**config.mk**
```make
export PLATFORM = sky130hd
export DESIGN_NAME = mpsram
export DESIGN_NICKNAME = d
export VERILOG_FILES = /design/src/rtl/mpsram_pkg.sv /design/src/rtl/mpsram_init.sv /design/src/rtl/mpsram.sv
export SDC_FILE = /design/constraint.sdc
export NUM_CORES = 2
export LEC_CHECK = 0
export CORE_AREA = 4 4 312 344
export CTS_CLUSTER_DIAMETER = 100
export DETAILED_ROUTE_END_ITERATION = 10
export DIE_AREA = 0 0 316 348
export PLACE_DENSITY = 0.77
export SLEW_MARGIN = 15
export SYNTH_ARGS = -nofsm -noshare
export SYNTH_HDL_FRONTEND = slang
export SYNTH_SLANG_ARGS = --single-unit
```
**constraint.sdc**
```tcl
create_clock -name clk_i -period 4.2 [get_ports clk_i]
set_input_delay 0.84 -clock clk_i [delete_from_list [all_inputs] [get_ports clk_i]]
set_output_delay 0.84 -clock clk_i [all_outputs]
set_load 0.1 [all_outputs]
```
**src/rtl/mpsram_pkg.sv**
```systemverilog
// Shared types and helpers for the mpsram multi-port RAM: FSM encoding,
// lane-count derivation and the lane-merge function used by writes and bypass.
package mpsram_pkg;

  typedef enum logic {
    ST_INIT = 1'b0,
    ST_RUN  = 1'b1
  } state_e;

  // Widest data word the merge helper handles; callers cast to/from this width.
  localparam int MAX_DW = 1024;

  function automatic int calc_nl(input int dw, input int lw);
    return dw / lw;
  endfunction

  function automatic logic [MAX_DW-1:0] lane_merge(
    input logic [MAX_DW-1:0] old_w,
    input logic [MAX_DW-1:0] new_w,
    input logic [MAX_DW-1:0] sel,
    input int                lw
  );
    logic [MAX_DW-1:0] m;
    m = old_w;
    for (int b = 0; b < MAX_DW; b++) begin
      if (sel[10'(b / lw)]) m[b] = new_w[b];
    end
    return m;
  endfunction

endpackage

```
**src/rtl/mpsram_init.sv**
```systemverilog
// Post-reset clear sequencer for mpsram: walks every address once, then
// reports ready one edge after the last entry is written.
module mpsram_init
  import mpsram_pkg::*;
#(
  parameter int AW = 5
) (
  input  logic          clk_i,
  input  logic          rst_ni,
  output logic          we_o,
  output logic [AW-1:0] adr_o,
  output logic          rdy_o
);

  state_e        state_q, state_d;
  logic [AW-1:0] cnt_q, cnt_d;
  logic          rdy_q, rdy_d;

  always_ff @(posedge clk_i or negedge rst_ni) begin
    if (!rst_ni) begin
      state_q <= ST_INIT;
      cnt_q   <= '0;
      rdy_q   <= 1'b0;
    end else begin
      state_q <= state_d;
      cnt_q   <= cnt_d;
      rdy_q   <= rdy_d;
    end
  end

  always_comb begin
    state_d = state_q;
    cnt_d   = cnt_q;
    rdy_d   = (state_q == ST_RUN);
    if (state_q == ST_INIT) begin
      cnt_d = cnt_q + AW'(1);
      if (&cnt_q) state_d = ST_RUN;
    end
  end

  assign we_o  = (state_q == ST_INIT);
  assign adr_o = cnt_q;
  assign rdy_o = rdy_q;

endmodule

```
**src/rtl/mpsram.sv**
```systemverilog
// Multi-port SRAM: one read/write port A plus NRD read-only X ports, lane write
// enables, registered reads. Define MPSRAM_BYPASS_EN for write-through reads.
module mpsram
  import mpsram_pkg::*;
#(
  parameter int             AW       = 5,
  parameter int             DW       = 32,
  parameter int             LW       = 8,
  parameter int             NRD      = 2,
  parameter logic [DW-1:0]  INIT_VAL = '0,
  localparam int            NL       = calc_nl(DW, LW)
) (
  input  logic              clk_i,
  input  logic              rst_ni,
  input  logic              ena_i,
  input  logic [AW-1:0]     adr_i,
  input  logic [DW-1:0]     dat_i,
  input  logic              wre_i,
  input  logic [NL-1:0]     sel_i,
  output logic [DW-1:0]     dat_o,
  input  logic [NRD*AW-1:0] xadr_i,
  output logic [NRD*DW-1:0] xdat_o,
  output logic              rdy_o
);

  logic [DW-1:0]     mem_q [2**AW];
  logic              init_we;
  logic [AW-1:0]     init_adr;
  logic              run;
  logic              wr_en;
  logic [DW-1:0]     wr_word;
  logic [DW-1:0]     dat_d, dat_q;
  logic [NRD*DW-1:0] xdat_d, xdat_q;

  mpsram_init #(.AW(AW)) u_init (
    .clk_i  (clk_i),
    .rst_ni (rst_ni),
    .we_o   (init_we),
    .adr_o  (init_adr),
    .rdy_o  (rdy_o)
  );

  assign run   = ~init_we;
  assign wr_en = run & ena_i & wre_i & (|sel_i);

  always_comb begin
    wr_word = DW'(lane_merge(MAX_DW'(mem_q[adr_i]), MAX_DW'(dat_i), MAX_DW'(sel_i), LW));
  end

  // Init sequencer owns the single write path until the clear completes.
  always_ff @(posedge clk_i) begin
    if (init_we) begin
      mem_q[init_adr] <= INIT_VAL;
    end else if (wr_en) begin
      mem_q[adr_i] <= wr_word;
    end
  end

  always_comb begin
    dat_d  = mem_q[adr_i];
    xdat_d = '0;
    for (int n = 0; n < NRD; n++) begin
      xdat_d[n*DW +: DW] = mem_q[xadr_i[n*AW +: AW]];
    end
`ifdef MPSRAM_BYPASS_EN
    if (wr_en) dat_d = wr_word;
    for (int n = 0; n < NRD; n++) begin
      if (wr_en && (xadr_i[n*AW +: AW] == adr_i)) xdat_d[n*DW +: DW] = wr_word;
    end
`endif
  end

  always_ff @(posedge clk_i or negedge rst_ni) begin
    if (!rst_ni) begin
      dat_q  <= '0;
      xdat_q <= '0;
    end else if (run && ena_i) begin
      dat_q  <= dat_d;
      xdat_q <= xdat_d;
    end
  end

  assign dat_o  = dat_q;
  assign xdat_o = xdat_q;

endmodule
```
==> metrics.md <==
| Metric | Value |
|---|---|
| P per Cell Area | 393 nW/um^2 |
| DR DRC count | 0 |
| Internal reg-to-reg setup slack | around 1.2 ns |
| Initial core utilization | 59.6% |
| Fin crit period | 3.48 ns |
| First-pass GRT wire length | 310000 um |
| Via/cell ratio | 7.47 |
| Sink Count | 1127 |
| TritonCTS clock tree | done |
| Core area | 104000 sq um |
| Slowest stage cell, crit path | o21a_1 |
| Drt total wl | 216000 um |
| DP Worst Slack | 0.0804 ns |
| Fin cells | 6192 |
| Finish-stage setup viols | 0 |
| Synth Cell Area | 61900 sq um |
| Critical-path maximum fanout | 32 |
| Root Driver | clkbuf_16 |
| Maximum clock insertion buffer count | 3 |
| MaxCap Viol Count | 0 |
| Setup Buffers After CTS | 0 |
| Rel. slew slack | 21.0% |
| PostCTS Resize Cnt | 0 |
| Power share of the sequential group | between 40% and 50% |
| Fmax | 287 MHz |
| Async set-reset flop share out of synthesis | 9.14% |
| DP Wirelength | 127000 um |
| CP endpoint kind | flip-flop |
| Vias in the first global route | 45.9k |
| Switching power of the nets | around 7.6 mW |
| All-Layer GR Usage | slightly below 40% |
| Routability Congestion | between 0.9 and 1 |
| Largest net degree at the start of global routing | 78 |
| RSZ-0062 raised after global routing | false |
| Seq/Total Area, Yosys | 53.9% |
| Post-Syn Nets | between 4k and 5k |
| Syn avg cell area | 13.6 sq um |
| CTS clk-pin slew, worst paths | 0.06 ns |
| Port bufs | 151 |
| Drt initial violations | 6809 |
| Routed vias | ~46k |
| Fin Clk Skew | 0.0334 ns |
| Final hold viol count | 0 |
| Status | complete, no violations |
| Post-synthesis register bit count | 1127 |
| Chip height | 348 um |
| # IOs | ~150 |
| Critical path origin | adr_i[2] |
| Site row count | between 100 and 150 |
| Latest clock arrival within the worst-skew pair | 0.72 ns |
| Synth top area share | 49.7% |
| Final Cycle Share | 82.9% |
| H-tree depth | 3 |
| CTS Hold Buffers Added | 0 |
| DIE AREA | 110000 sq um |
| Worst vdd ir | 0.435 mV |
| Area Growth Syn to Fin | 13.8% |
| Most frequent cell after synthesis | mux2i_1 |
| Top post-synthesis cells by count | mux2i_1 (1537), edfxtp_1 (1024), a22oi_1 (514), a21oi_1 (290), clkbuf_1 (187) |
| Worst path arrival time | 3.84 ns |
| Dominant synthesized flop cell | edfxtp_1 |
| HP Class | primary input to async pin |
| Switching portion of total power | 27.4% |
| Worst stage delay on the critical path | ~0.84 ns |
| Final WS setup | roughly 0.72 ns |
| Area leader, netlist | edfxtp_1 |
| Gate power share | 15.9% |
| CTS buffer count | 114 |
| Cell variety after synth | 44 |
| Cell Chain, Critical Path | clkdlybuf4s50_1 > and2b_4 > buf_12 > a22oi_1 > a21oi_1 > nor4_1 > o21a_1 |
| Crit start category | primary input |
| Worst reg2reg path startpoint | u_init.rdy_d |
| Placed cell count | 5970 |
| Clock Power Share | 38.7% |
| Cells after Synth | about 4.6k |
| Synth top area cells | edfxtp_1 (50%), mux2i_1 (25%), a22oi_1 (6.2%) |
| Synthesis Warnings | 0 |
| Internal | 20.1 mW |
| Fraction of layout cells with a size suffix above 1 | a little over an eighth |
| Required time of the critical path | 4.56 ns |
| Initial antenna violation count | 3 |
| Leak Pwr | 27.2 nW |
| Kind of critical path | primary input to flip-flop |
| Total congestion overflow | 0 |
| Smallest hold slack | 0.0693 ns |
| Final setup TNS | 0 ns |
| Number of routed nets with antenna violations | 0 |
| Routed WL per cell | roughly 35 um |
| Fin util | 67.8% |
| Slew Viols, Final | 0 |
| First-pass DRT Iterations | 7 |
| Net count, final | between 4k and 5k |
| Post-synth EDFFs | 1024 |
| Die W | 316 um |
| Actual slew at the worst max-slew pin | 1.18 ns |
[flip-flops by register name (all words and copies together) (netlist names)]
| signal | count |
|---|---|
| u_init.rdy_o | 1 |
| mem_q | 1024 |
| xdat_o | 64 |
| u_init.adr_o | 5 |
| u_init.rdy_d | 1 |
| dat_o | 32 |
[worst max-delay path, delay by kind of cell]
kind | cells | cell delay [ns]
AND/OR/NAND/NOR | 2 | 0.93
AO/OA/AOI/OAI | 3 | 1.17
buffers and inverters | 2 | 0.85
[layer usage]
metal,wire length [um],part of all wire (%),track usage (%),up-vias
met5,0,0,0,-
li1,-,-,-,18800
met1,76900,36,49.7,22800
met3,27000,12,8.98,913
met4,16600,7.7,25.4,0
met2,96000,44,58.2,3654
[layout by cell type (no fill, tap or decap), types with 34 or more instances in the layout]
| master | instances |
|---|---|
| buf_12 | 96 |
| a21oi_1 | 288 |
| clkdlybuf4s50_1 | 147 |
| o41ai_2 | 64 |
| buf_4 | 187 |
| clkbuf_16 | 118 |
| a221oi_1 | 126 |
| edfxtp_1 | 1024 |
| mux2_2 | 34 |
| mux2i_1 | 1537 |
| a22o_1 | 128 |
| o22ai_1 | 64 |
| dfrtp_1 | 103 |
| nand2_1 | 65 |
| a22oi_1 | 514 |
[power groups by stage]
stage	clock, mW	combinational (mW)	sequential [mW]
5_1_grt	11.2	4.50	12.6
4_1_cts	10.7	4.31	12.6
2_1_floorplan	0	1.96	13.7
6_report	10.7	4.40	12.6
3_5_place_dp	0	4.29	12.8
3_3_place_gp	0	4.26	12.8
[layout make-up]
class,instances,area (sq um)
multi-input combinational,2992,26400
clock inverter,58,662
clock buffer,156,3260
tap,1386,1730
timing repair buffer,434,4850
fill,7193,33400
sequential,1127,33300
antenna,7,17.5
inverter,32,120
[worst paths after layout]
path,end,depth (start not counted)
max,mem_q[11][3],7
min,xdat_o[58],1
max reg2reg,mem_q[21][19],5
min reg2reg,xdat_o[37],2
max in group asynchronous,dat_o[7],2
min in group clk_i,xdat_o[37],2
[cell families after synthesis]
logic type | Yosys count | share of synthesized area [%]
fa+ha+maj | 2 | 0.0404
buf+inv | 445 | 3.95
simple gates | 183 | 1.49
mux | 1571 | 25.5
xor+xnor | 3 | 0.0425
flops | 1127 | 53.9
compound gates | 1233 | 15.1
[through the flow]
stage	total power, mW	cell area, sq um
5_1_grt	28.3	70400
2_1_floorplan	15.7	61900
4_1_cts	27.6	70400
3_3_place_gp	17.1	66500
3_5_place_dp	17.1	66500
6_report	27.7	70400
No activity file was read; power rests on OpenSTA's default activity.
